--- src/rtl/hex_keypad_pkg.sv ---
// Shared constants for the hex keypad injector: FSM state encodings and
// the split of a 4-bit key code into row and column fields.
package hex_keypad_pkg;

    // One-hot FSM encodings
    localparam int          STATE_W  = 3;
    localparam logic [2:0]  ST_IDLE  = 3'b001;
    localparam logic [2:0]  ST_PRESS = 3'b010;
    localparam logic [2:0]  ST_GAP   = 3'b100;

    // Key code layout: code[3:2] selects the row, code[1:0] the column
    localparam int CODE_W    = 4;
    localparam int FIELD_W   = 2;
    localparam int ROW_POS   = 2;
    localparam int COL_POS   = 0;
    localparam int KEY_LINES = 4;

    function automatic logic [FIELD_W-1:0] code_row(input logic [CODE_W-1:0] code);
        return code[ROW_POS +: FIELD_W];
    endfunction

    function automatic logic [FIELD_W-1:0] code_col(input logic [CODE_W-1:0] code);
        return code[COL_POS +: FIELD_W];
    endfunction

endpackage

--- src/rtl/key_code_fifo.sv ---
// Small synchronous FIFO of key codes. Pointers wrap naturally because
// DEPTH is a power of two; the occupancy counter is one bit wider so that
// full and empty are unambiguous. push_ready depends only on occupancy.
module key_code_fifo
    import hex_keypad_pkg::*;
#(
    parameter int DEPTH = 4
) (
    input  logic              clock,
    input  logic              reset,
    input  logic              push_valid,
    input  logic [CODE_W-1:0] push_data,
    output logic              push_ready,
    input  logic              pop_req,
    output logic [CODE_W-1:0] pop_data,
    output logic              empty
);
    localparam int PTR_W = (DEPTH > 1) ? $clog2(DEPTH) : 1;
    localparam int CNT_W = PTR_W + 1;

    logic [CODE_W-1:0] mem_q [DEPTH];
    logic [CODE_W-1:0] mem_d [DEPTH];
    logic [PTR_W-1:0]  wr_ptr_q, wr_ptr_d;
    logic [PTR_W-1:0]  rd_ptr_q, rd_ptr_d;
    logic [CNT_W-1:0]  count_q, count_d;
    logic              full;
    logic              do_push;
    logic              do_pop;

    assign full       = (count_q == CNT_W'(DEPTH));
    assign empty      = (count_q == '0);
    assign push_ready = !full;
    assign do_push    = push_valid && !full;
    assign do_pop     = pop_req && !empty;
    assign pop_data   = mem_q[rd_ptr_q];

    // Next-state: write on push, advance pointers, track occupancy
    always_comb begin
        mem_d    = mem_q;
        wr_ptr_d = wr_ptr_q;
        rd_ptr_d = rd_ptr_q;
        count_d  = count_q;
        if (do_push) begin
            mem_d[wr_ptr_q] = push_data;
            wr_ptr_d        = wr_ptr_q + PTR_W'(1);
        end
        if (do_pop) begin
            rd_ptr_d = rd_ptr_q + PTR_W'(1);
        end
        case ({do_push, do_pop})
            2'b10:   count_d = count_q + CNT_W'(1);
            2'b01:   count_d = count_q - CNT_W'(1);
            default: count_d = count_q;
        endcase
    end

    // Storage and pointer registers, cleared asynchronously
    always_ff @(posedge clock or posedge reset) begin
        if (reset) begin
            for (int i = 0; i < DEPTH; i++) begin
                mem_q[i] <= '0;
            end
            wr_ptr_q <= '0;
            rd_ptr_q <= '0;
            count_q  <= '0;
        end else begin
            mem_q    <= mem_d;
            wr_ptr_q <= wr_ptr_d;
            rd_ptr_q <= rd_ptr_d;
            count_q  <= count_d;
        end
    end

endmodule

--- src/rtl/hex_key_injector.sv ---
// Keypad-side model of a 4x4 matrix keypad. Buffered key codes are
// "pressed" one at a time for HOLD_CYC cycles, followed by GAP_CYC released
// cycles and one IDLE cycle. While pressed, Row answers the scanner's Col.
//
// Handshake: a code transfers on a rising clock edge where In_Valid and
// In_Ready are both high; In_Ready reflects only FIFO occupancy (it is low
// whenever the FIFO is full, even if a pop happens that cycle) and never
// looks at In_Valid.
module hex_key_injector
    import hex_keypad_pkg::*;
#(
    parameter int HOLD_CYC = 64,
    parameter int GAP_CYC  = 16,
    parameter int DEPTH    = 4
) (
    input  logic               clock,
    input  logic               reset,
    input  logic [3:0]         Code_In,
    input  logic               In_Valid,
    output logic               In_Ready,
    input  logic [3:0]         Col,
    output logic [3:0]         Row,
    output logic               Key_Down,
    output logic [3:0]         Cur_Code,
    output logic               Done,
    output logic               Busy,
    output logic [STATE_W-1:0] dbg_state
);
    localparam int MAX_CYC = (HOLD_CYC > GAP_CYC) ? HOLD_CYC : GAP_CYC;
    localparam int CNT_W   = (MAX_CYC > 1) ? $clog2(MAX_CYC) : 1;
    localparam logic [CNT_W-1:0] HOLD_LAST = CNT_W'(HOLD_CYC - 1);
    localparam logic [CNT_W-1:0] GAP_LAST  = CNT_W'(GAP_CYC - 1);

    logic [STATE_W-1:0] state_q, state_d;
    logic [CNT_W-1:0]   count_q, count_d;
    logic [CODE_W-1:0]  cur_code_q, cur_code_d;
    logic               fifo_pop;
    logic [CODE_W-1:0]  fifo_data;
    logic               fifo_empty;
    logic               done;

    key_code_fifo #(.DEPTH(DEPTH)) u_fifo (
        .clock      (clock),
        .reset      (reset),
        .push_valid (In_Valid),
        .push_data  (Code_In),
        .push_ready (In_Ready),
        .pop_req    (fifo_pop),
        .pop_data   (fifo_data),
        .empty      (fifo_empty)
    );

    // Press sequencer: IDLE pops the next code, PRESS holds, GAP releases
    always_comb begin
        state_d    = state_q;
        count_d    = count_q;
        cur_code_d = cur_code_q;
        fifo_pop   = 1'b0;
        done       = 1'b0;
        case (state_q)
            ST_IDLE: begin
                if (!fifo_empty) begin
                    fifo_pop   = 1'b1;
                    cur_code_d = fifo_data;
                    count_d    = '0;
                    state_d    = ST_PRESS;
                end
            end
            ST_PRESS: begin
                if (count_q == HOLD_LAST) begin
                    done    = 1'b1;
                    count_d = '0;
                    state_d = ST_GAP;
                end else begin
                    count_d = count_q + CNT_W'(1);
                end
            end
            ST_GAP: begin
                if (count_q == GAP_LAST) begin
                    count_d = '0;
                    state_d = ST_IDLE;
                end else begin
                    count_d = count_q + CNT_W'(1);
                end
            end
            default: begin
                count_d = '0;
                state_d = ST_IDLE;
            end
        endcase
    end

    // Sequencer registers; reset drops the key immediately
    always_ff @(posedge clock or posedge reset) begin
        if (reset) begin
            state_q    <= ST_IDLE;
            count_q    <= '0;
            cur_code_q <= '0;
        end else begin
            state_q    <= state_d;
            count_q    <= count_d;
            cur_code_q <= cur_code_d;
        end
    end

    assign Key_Down  = (state_q == ST_PRESS);
    assign Cur_Code  = cur_code_q;
    assign Done      = done;
    assign Busy      = (state_q != ST_IDLE) || !fifo_empty;
    assign dbg_state = state_q;

    // Row decode: the pressed key shorts its column onto its row
    always_comb begin
        Row = '0;
        if (Key_Down && Col[code_col(cur_code_q)]) begin
            Row[code_row(cur_code_q)] = 1'b1;
        end
    end

endmodule

--- config.mk ---
export PLATFORM = sky130hd
export DESIGN_NAME = hex_key_injector
export DESIGN_NICKNAME = d
export VERILOG_FILES = /design/src/rtl/hex_keypad_pkg.sv /design/src/rtl/key_code_fifo.sv /design/src/rtl/hex_key_injector.sv
export SDC_FILE = /design/constraint.sdc
export NUM_CORES = 1
export LEC_CHECK = 0
export CAP_MARGIN = 30
export CORE_UTILIZATION = 49
export DETAILED_ROUTE_END_ITERATION = 10
export PLACE_DENSITY_LB_ADDON = 0.12
export SLEW_MARGIN = 20
export SYNTH_ARGS = -nofsm -noshare
export SYNTH_HDL_FRONTEND = slang
export SYNTH_HIERARCHICAL = 1
export SYNTH_SLANG_ARGS = --single-unit
export TNS_END_PERCENT = 1
--- constraint.sdc ---
create_clock -name clock -period 2.3 [get_ports clock]
set_clock_uncertainty 0.15 [all_clocks]
set_input_delay 0.575 -clock clock [delete_from_list [all_inputs] [get_ports clock]]
set_output_delay 0.575 -clock clock [all_outputs]
set_load 0.005 [all_outputs]
==> results of run 1 <==
[sequential cells by signal, indices dropped and copies added, names as in the netlist]
name	flops
Cur_Code	4
u_fifo/mem_q	16
u_fifo/rd_ptr_q	2
u_fifo/count_q	3
u_fifo/wr_ptr_q	2
count_q	6
dbg_state	3
[cells in the mapped netlist (all sizes together)]
master	instances	area, µm²
mux4	5	112.6
nor3	5	25.02
dfrtp	35	875.8
buf	8	80.07
ha	6	75.07
xor2	3	26.28
nand4	1	6.260
and3	6	57.55
a2bb2oi	1	8.760
fa	1	20.02
or3	1	6.260
a32o	2	20.02
a21oi	4	20.02
inv	10	37.54
or3b	1	8.760
mux2	21	296.5
nand3	4	20.02
mux2i	1	10.01
a22oi	1	7.510
a21o	2	15.01
nor3b	3	22.52
nor2	7	33.78
a32oi	1	8.760
and4	1	8.760
xnor2	3	26.28
nand2	8	30.03
o22a	1	8.760
o32ai	2	17.52
a31oi	1	6.260
dfstp	1	26.28
clkbuf	1	3.750
nor4	1	21.27
o31a	1	10.01
nand2b	3	23.78
and4bb	1	12.51
o21ai	6	30.03
[cells by family (layout without fill, tap and decap cells)]
kind of cell	after synthesis	in the layout	synth area share [%]
DFF	36	36	44.67
xor gates and xnor gates	6	6	2.603
AOI/OAI and AO/OA	22	22	7.560
buffers and inverters	19	68	6.010
adders and majority gates	7	7	4.709
muxes	27	27	20.76
and+or+nand+nor	42	42	13.69
[path summary, 6_finish.rpt]
path / from / to / slack [ns] / cells after the start
max in group asynchronous: reset / dbg_state[1]$_DFFE_PP0P_ / 1.14 / 2
max: u_fifo/count_q[1]$_DFFE_PP0P_ / u_fifo/count_q[2]$_DFFE_PP0P_ / -0.02 / 10
min reg2reg: u_fifo/mem_q[8]$_DFFE_PP0P_ / u_fifo/mem_q[8]$_DFFE_PP0P_ / 0.37 / 1
max reg2reg: u_fifo/count_q[1]$_DFFE_PP0P_ / u_fifo/count_q[2]$_DFFE_PP0P_ / -0.02 / 10
min: u_fifo/mem_q[8]$_DFFE_PP0P_ / u_fifo/mem_q[8]$_DFFE_PP0P_ / 0.37 / 1
min in group asynchronous: reset / count_q[1]$_DFFE_PP0P_ / 0.49 / 2
[where the power goes]
group | switching, mW | internal [mW] | leakage (nW) | total [mW]
logic | 0.267 | 0.502 | 0.678 | 0.768
clock network | 0.234 | 0.543 | 0.0784 | 0.777
registers | 0.140 | 0.832 | 0.414 | 0.972
total | 0.641 | 1.88 | 1.17 | 2.52
[layout by cell type (no fill, tap or decap), types with 2 or more instances in the layout]
cell	n
sky130_fd_sc_hd__dfrtp_1	33
sky130_fd_sc_hd__buf_4	23
sky130_fd_sc_hd__mux2_4	16
sky130_fd_sc_hd__clkdlybuf4s50_1	13
sky130_fd_sc_hd__inv_1	8
sky130_fd_sc_hd__nand2_1	7
sky130_fd_sc_hd__nor2_1	6
sky130_fd_sc_hd__o21ai_0	6
sky130_fd_sc_hd__clkdlybuf4s15_1	6
sky130_fd_sc_hd__mux2_2	5
sky130_fd_sc_hd__and3_4	5
sky130_fd_sc_hd__mux4_2	5
sky130_fd_sc_hd__ha_1	5
sky130_fd_sc_hd__clkbuf_8	5
sky130_fd_sc_hd__a21oi_1	4
sky130_fd_sc_hd__nand3_1	3
sky130_fd_sc_hd__nor3_1	3
sky130_fd_sc_hd__bufinv_16	3
sky130_fd_sc_hd__dlygate4sd2_1	3
sky130_fd_sc_hd__buf_2	3
sky130_fd_sc_hd__xnor2_1	3
sky130_fd_sc_hd__xor2_1	3
sky130_fd_sc_hd__inv_2	2
sky130_fd_sc_hd__nand2b_2	2
sky130_fd_sc_hd__a21o_1	2
sky130_fd_sc_hd__nor3b_2	2
sky130_fd_sc_hd__nor3_2	2
sky130_fd_sc_hd__o32ai_1	2
sky130_fd_sc_hd__a32o_1	2
sky130_fd_sc_hd__dfrtp_2	2
[cell type report]
class / instances / share of cell area [%]
timing repair buffer: 50 / 16.32
inverter: 10 / 1.423
clock inverter: 3 / 3.416
sequential: 36 / 34.30
tap: 48 / 2.277
multi-input combinational: 104 / 39.66
clock buffer: 5 / 2.609
[layer usage]
metal / share of wire (%) / vias to the layer above / global-route usage, %
met5: 0 / - / 0
met4: 0.81 / 0 / 5.585
met3: 3.1 / 4 / 4.138
met2: 47 / 22 / 33.80
met1: 49 / 682 / 27.87
li1: - / 667 / -
[per-stage QoR]
| stage | setup WS (ns) | hold WS, ns | power (mW) | instance area (µm²) | instances |
|---|---|---|---|---|---|
| 3_5_place_dp | -0.5552 | 0.3465 | 1.698 | 2404 | 242 |
| 2_1_floorplan | -0.05448 | 0.3012 | 1.552 | 2034 | 159 |
| 5_1_grt | -0.1211 | 0.3888 | 2.657 | 2638 | 256 |
| 6_report | -0.02119 | 0.3684 | 2.517 | 2638 | 256 |
| 3_3_place_gp | -0.5155 | 0.3411 | 1.643 | 2404 | 242 |
| 4_1_cts | -0.04182 | 0.3697 | 2.496 | 2579 | 251 |
[critical path, cell delays in order (launching register included)]
cell                      delay, ns
sky130_fd_sc_hd__dfrtp_1       0.41
sky130_fd_sc_hd__nor3_2        0.07
sky130_fd_sc_hd__buf_4         0.15
sky130_fd_sc_hd__nor4_4        0.31
sky130_fd_sc_hd__o31a_2        0.23
sky130_fd_sc_hd__ha_4          0.14
sky130_fd_sc_hd__inv_2         0.03
sky130_fd_sc_hd__fa_2          0.32
sky130_fd_sc_hd__xor2_1        0.17
sky130_fd_sc_hd__nor2_1        0.07
sky130_fd_sc_hd__xor2_1        0.16
[what timing repair did]
item,CTS,global route
gates cloned,0,0
buffers inserted,1,5
pin swaps,4,3
setup endpoints to repair,9,6
resized for setup,33,7
==> metrics.log, run 1 <==
INFO  metric vertical_extent_of_the_die = roughly 66 µm
INFO  metric finalCoreUtilization = between 60% and 70%
INFO  metric unrepaired_setup_endpoints_after_global_routing = yes
INFO  metric detail_route.drc_violations = 0
INFO  metric flow.area_growth_from_synthesis = 30.61%
INFO  metric clk_pin_slew = roughly 0.08 ns
INFO  metric cap_viol_max_count = 0
INFO  metric min_period_over_period = 100.9%
INFO  metric worst-setup-path-type = register to register
INFO  metric status = complete, but fails checks
INFO  metric synth-seq-area-share = between 40% and 50%
INFO  metric insertedDiodeCount = 0
INFO  metric clk-insertion-delay-late = 0.29 ns
INFO  metric timing.critical_path.required = ~2.3 ns
INFO  metric clock-sinks = 36
INFO  metric fin_ws = -0.02119 ns
INFO  metric yosys_register_bits = 36
INFO  metric clk_root_buffer_cell = sky130_fd_sc_hd__clkbuf_8
INFO  metric detailed_place_hpwl = ~3000 µm
INFO  metric cts.htree.levels = 2
INFO  metric fillers = between 200 and 300
INFO  metric antenna_found_initial = 0
INFO  metric syn_avg_cell_area = around 13 µm²
INFO  metric yosys_warnings = 6
INFO  metric grt_start_max_net_pins = 24
INFO  metric vdd.ir_drop.worst = 0.6115 mV
INFO  metric relSlewSlack = ~66%
INFO  metric ctsHoldBuffers = 0
INFO  metric fmax = roughly 430 MHz
INFO  metric wl_per_cell = ~15 µm
INFO  metric crit_arrival = 2.34 ns
INFO  metric gr-total-overflow = 0
INFO  metric ff_latch_area = 904.6 µm²
INFO  metric worstSetupStartpointType = register
INFO  metric die_width = 66.20 µm
INFO  metric power.density_cell_area = ~950 nW/µm²
INFO  metric cts-buffers-inserted = 5
INFO  metric core.rowCount = 22
INFO  metric area_of_the_multi_input_gates = around 1000 µm²
INFO  metric first_pass_iters = 4
INFO  metric slew_viol_final = 0
INFO  metric syn_inst = ~160
INFO  metric floorplan.core_area = around 3800 µm²
INFO  metric crit_path_max_fanout = 4
INFO  metric yosys.cell_types.count = 42
INFO  metric drive_above_1_share = 41.83%
INFO  metric maximum_clock_path_buffer_count = 2
INFO  metric finalWorstPathRequiredPeriod = around 2.3 ns
INFO  metric cellLeakagePower = 1.170 nW
INFO  metric antenna_left = 0
INFO  metric drt_iter0_markers = 67
INFO  metric postSynthNetCount = between 150 and 200
INFO  metric floorplan.initialDensity = 53.16%
INFO  metric design.final.nets = 225
INFO  metric violations = setup timing
INFO  metric area_of_the_mapped_netlist = 2019 µm²
INFO  metric hold_viol_final = 0
INFO  metric worst-slew-pin-transition = roughly 0.5 ns
INFO  metric design.die.area = 4382 µm²
INFO  metric gpl.final_weighted_congestion = approximately 0.82
INFO  metric top_level_ports = 26
INFO  metric grt_pass1_vias = ~1400
INFO  metric setup_violations = 3
INFO  metric grt_first_pass_wirelength = between 6000 and 7000 µm
INFO  metric route.detailed.vias_per_inst = about 5.4
INFO  metric total_detailed_routing_wirelength = between 3000 and 4000 µm
INFO  metric overall_via_count_from_detail_route = 1375
INFO  metric class_of_the_worst_hold_path = register to register
INFO  metric cts_tree = built
INFO  metric finalSetupTns = -0.04389 ns
INFO  metric timing.critical_path.to_type = register
INFO  metric gr-usage-all-layers = 20.67%
INFO  metric buffer_ports.inserted = 25
(Power assumes the default switching activity.)
==> run 2, diff against run 1 <==
Settings changed: CORE_UTILIZATION 49 to 51, CTS_BUF_LIST from default to sky130_fd_sc_hd__clkbuf_4 sky130_fd_sc_hd__clkbuf_8.
==> metrics.log, run 2 (same netlist as run 1, synthesis figures left out) <==
INFO  metric timing.critical_path.to_type = primary output
INFO  metric finalCoreUtilization = just under 70%
INFO  metric holdCritStartpoint = u_fifo/mem_q[1]$_DFFE_PP0P_
INFO  metric gr-usage-all-layers = a little over a fifth
INFO  metric combPwrFrac = ~31%
INFO  metric registers.top_by_ff_count = u_fifo/mem_q
INFO  metric power_switching = between 0.6 and 0.7 mW
INFO  metric design.die.area = ~4200 µm²
INFO  metric antenna_found_initial = 0
INFO  metric timing.critical_path.cells = clkdlybuf4s15_1, mux4_2, nand2_2, buf_6, nor3b_1, buf_2
INFO  metric power.density_cell_area = ~900 nW/µm²
INFO  metric finalWorstPathRequiredPeriod = 2.307 ns
INFO  metric worstSetupStartpointType = primary input
INFO  metric detailed_place_hpwl = about 2900 µm
INFO  metric crit_path_max_fanout = 2
INFO  metric status = complete, but fails checks
INFO  metric cap_viol_max_count = 0
INFO  metric core.rowCount = 22
INFO  metric wl_per_cell = approximately 15 µm
INFO  metric clk_pin_slew = roughly 0.07 ns
INFO  metric cellLeakagePower = between 1 and 1.5 nW
INFO  metric worst-path-buf-inv = 3
INFO  metric vdd.ir_drop.worst = between 0.5 and 0.6 mV
INFO  metric total_detailed_routing_wirelength = ~4000 µm
INFO  metric top_level_ports = 26
INFO  metric worst-slew-pin-transition = 0.4863 ns
INFO  metric max_reg_flops = 16
INFO  metric grt_pass1_vias = 1418
INFO  metric floorplan.initialDensity = a little over half
INFO  metric crit_arrival = about 1.6 ns
INFO  metric overall_via_count_from_detail_route = approximately 1400
INFO  metric detail_route.drc_violations = 0
INFO  metric insertedDiodeCount = 0
INFO  metric seqPwrFrac = 42.4%
INFO  metric power.share.clock = approximately a quarter
INFO  metric design.final.nets = around 220
INFO  metric clock-sinks = 36
INFO  metric route.detailed.vias_per_inst = about 5.6
INFO  metric relSlewSlack = 67.54%
INFO  metric drt_iter0_markers = 32
INFO  metric buffer_ports.inserted = 25
INFO  metric hold_viol_final = 0
INFO  metric die_width = 64.93 µm
INFO  metric flow.area_growth_from_synthesis = 27.14%
INFO  metric proportion_of_total_power_due_to_net_switching = a little over a quarter
INFO  metric grt_first_pass_wirelength = ~6700 µm
INFO  metric maximum_clock_path_buffer_count = 2
INFO  metric slew_viol_final = 0
INFO  metric drive_above_1_share = between 40 and 50%
INFO  metric unrepaired_setup_endpoints_after_global_routing = yes
INFO  metric setup_violations = 2
INFO  metric cts_tree = built
INFO  metric grt_start_max_net_pins = 24
INFO  metric launch_point_of_the_worst_path = Col[3]
INFO  metric first_pass_iters = 4
INFO  metric vertical_extent_of_the_die = 64.93 µm
INFO  metric floorplan.core_area = roughly 3700 µm²
INFO  metric internal-power = around 1.7 mW
INFO  metric most_common_cell_after_layout_fill_and_taps_aside = sky130_fd_sc_hd__dfrtp_1
INFO  metric cts-buffers-inserted = 5
INFO  metric violations = setup timing
INFO  metric worst_r2r_startpoint = dbg_state[0]$_DFFE_PP1P_
INFO  metric finalSetupTns = -0.01327 ns
INFO  metric antenna_left = 0
INFO  metric place_ws = -0.5408 ns
INFO  metric min_period_over_period = 100.3%
INFO  metric class_of_the_worst_hold_path = register to register
INFO  metric gr-total-overflow = 0
INFO  metric timing.critical_path.slowest_stage_cell = sky130_fd_sc_hd__mux4_2
INFO  metric clk-insertion-delay-late = 0.29 ns
INFO  metric ctsHoldBuffers = 0
INFO  metric timing.hold.ws = about 0.36 ns
INFO  metric fmax = ~430 MHz
INFO  metric clk_root_buffer_cell = sky130_fd_sc_hd__clkbuf_8
INFO  metric cts.htree.levels = 2
INFO  metric worst-setup-path-type = primary input to primary output
INFO  metric fin_ws = -0.006924 ns
INFO  metric timing.critical_path.required = ~1.6 ns
INFO  metric critical_path.max_stage_delay = ~0.48 ns
INFO  metric mostFrequentLayoutCells = sky130_fd_sc_hd__dfrtp_1 (33), sky130_fd_sc_hd__buf_4 (21), sky130_fd_sc_hd__mux2_4 (16)
INFO  metric cp_top_family = multiplexers
INFO  metric gpl.final_weighted_congestion = 0.8916
## run 2: stage by stage
| step | std cells | total power, mW | instance area (µm²) |
|---|---|---|---|
| after CTS | 253 | 2.328 | 2554 |
| after global routing | 254 | 2.434 | 2567 |
| after detailed placement | 243 | 1.696 | 2411 |
| final | 254 | 2.299 | 2567 |
| after floorplan | 159 | 1.552 | 2034 |
| after global placement | 243 | 1.652 | 2411 |
## run 2: power by group through the flow
| stage | sequential (mW) | clock [mW] | combinational [mW] |
|---|---|---|---|
| floorplan | 0.934 | 0 | 0.618 |
| global placement | 0.959 | 0 | 0.693 |
| detailed placement | 0.975 | 0 | 0.721 |
| CTS | 0.977 | 0.622 | 0.728 |
| global route | 1.00 | 0.650 | 0.783 |
| finish | 0.975 | 0.607 | 0.718 |
## run 2: final timing paths
path                                                       to  slack (ns)  depth (start not counted)
worst max-delay path                                   Row[1]      -0.007                          6
worst min-delay path              u_fifo/mem_q[1]$_DFFE_PP0P_        0.36                          1
worst max register to register  u_fifo/count_q[2]$_DFFE_PP0P_           0                          9
worst min register to register    u_fifo/mem_q[1]$_DFFE_PP0P_        0.36                          1
max in group asynchronous            dbg_state[1]$_DFFE_PP0P_        1.16                          2
min in group asynchronous              count_q[1]$_DFFE_PP0P_        0.48                          2
## run 2: layout make-up
cell class | instances | area (µm²)
multi-input cells | 104 | 1033
well taps | 48 | 60.06
fillers | 288 | 1149
repair buffers | 48 | 405.4
clock inverters | 1 | 30.03
clock buffers | 7 | 96.34
inverters | 10 | 37.54
flip-flops and latches | 36 | 904.6
## run 2: layer usage
metal  up-vias  track usage, %  wire, µm
li1        664               -         -
met1       703           29.11      1848
met2        37           33.20      1859
met5         -               0         0
met4         0           5.556        36
met3         6           5.458       173
## run 2: repair_timing
| item | in CTS | in global routing |
|---|---|---|
| gates resized for setup | 31 | 8 |
| cloned | 0 | 0 |
| pin swaps | 2 | 2 |
| endpoints found under the setup margin | 9 | 8 |
| buffers inserted | 2 | 1 |
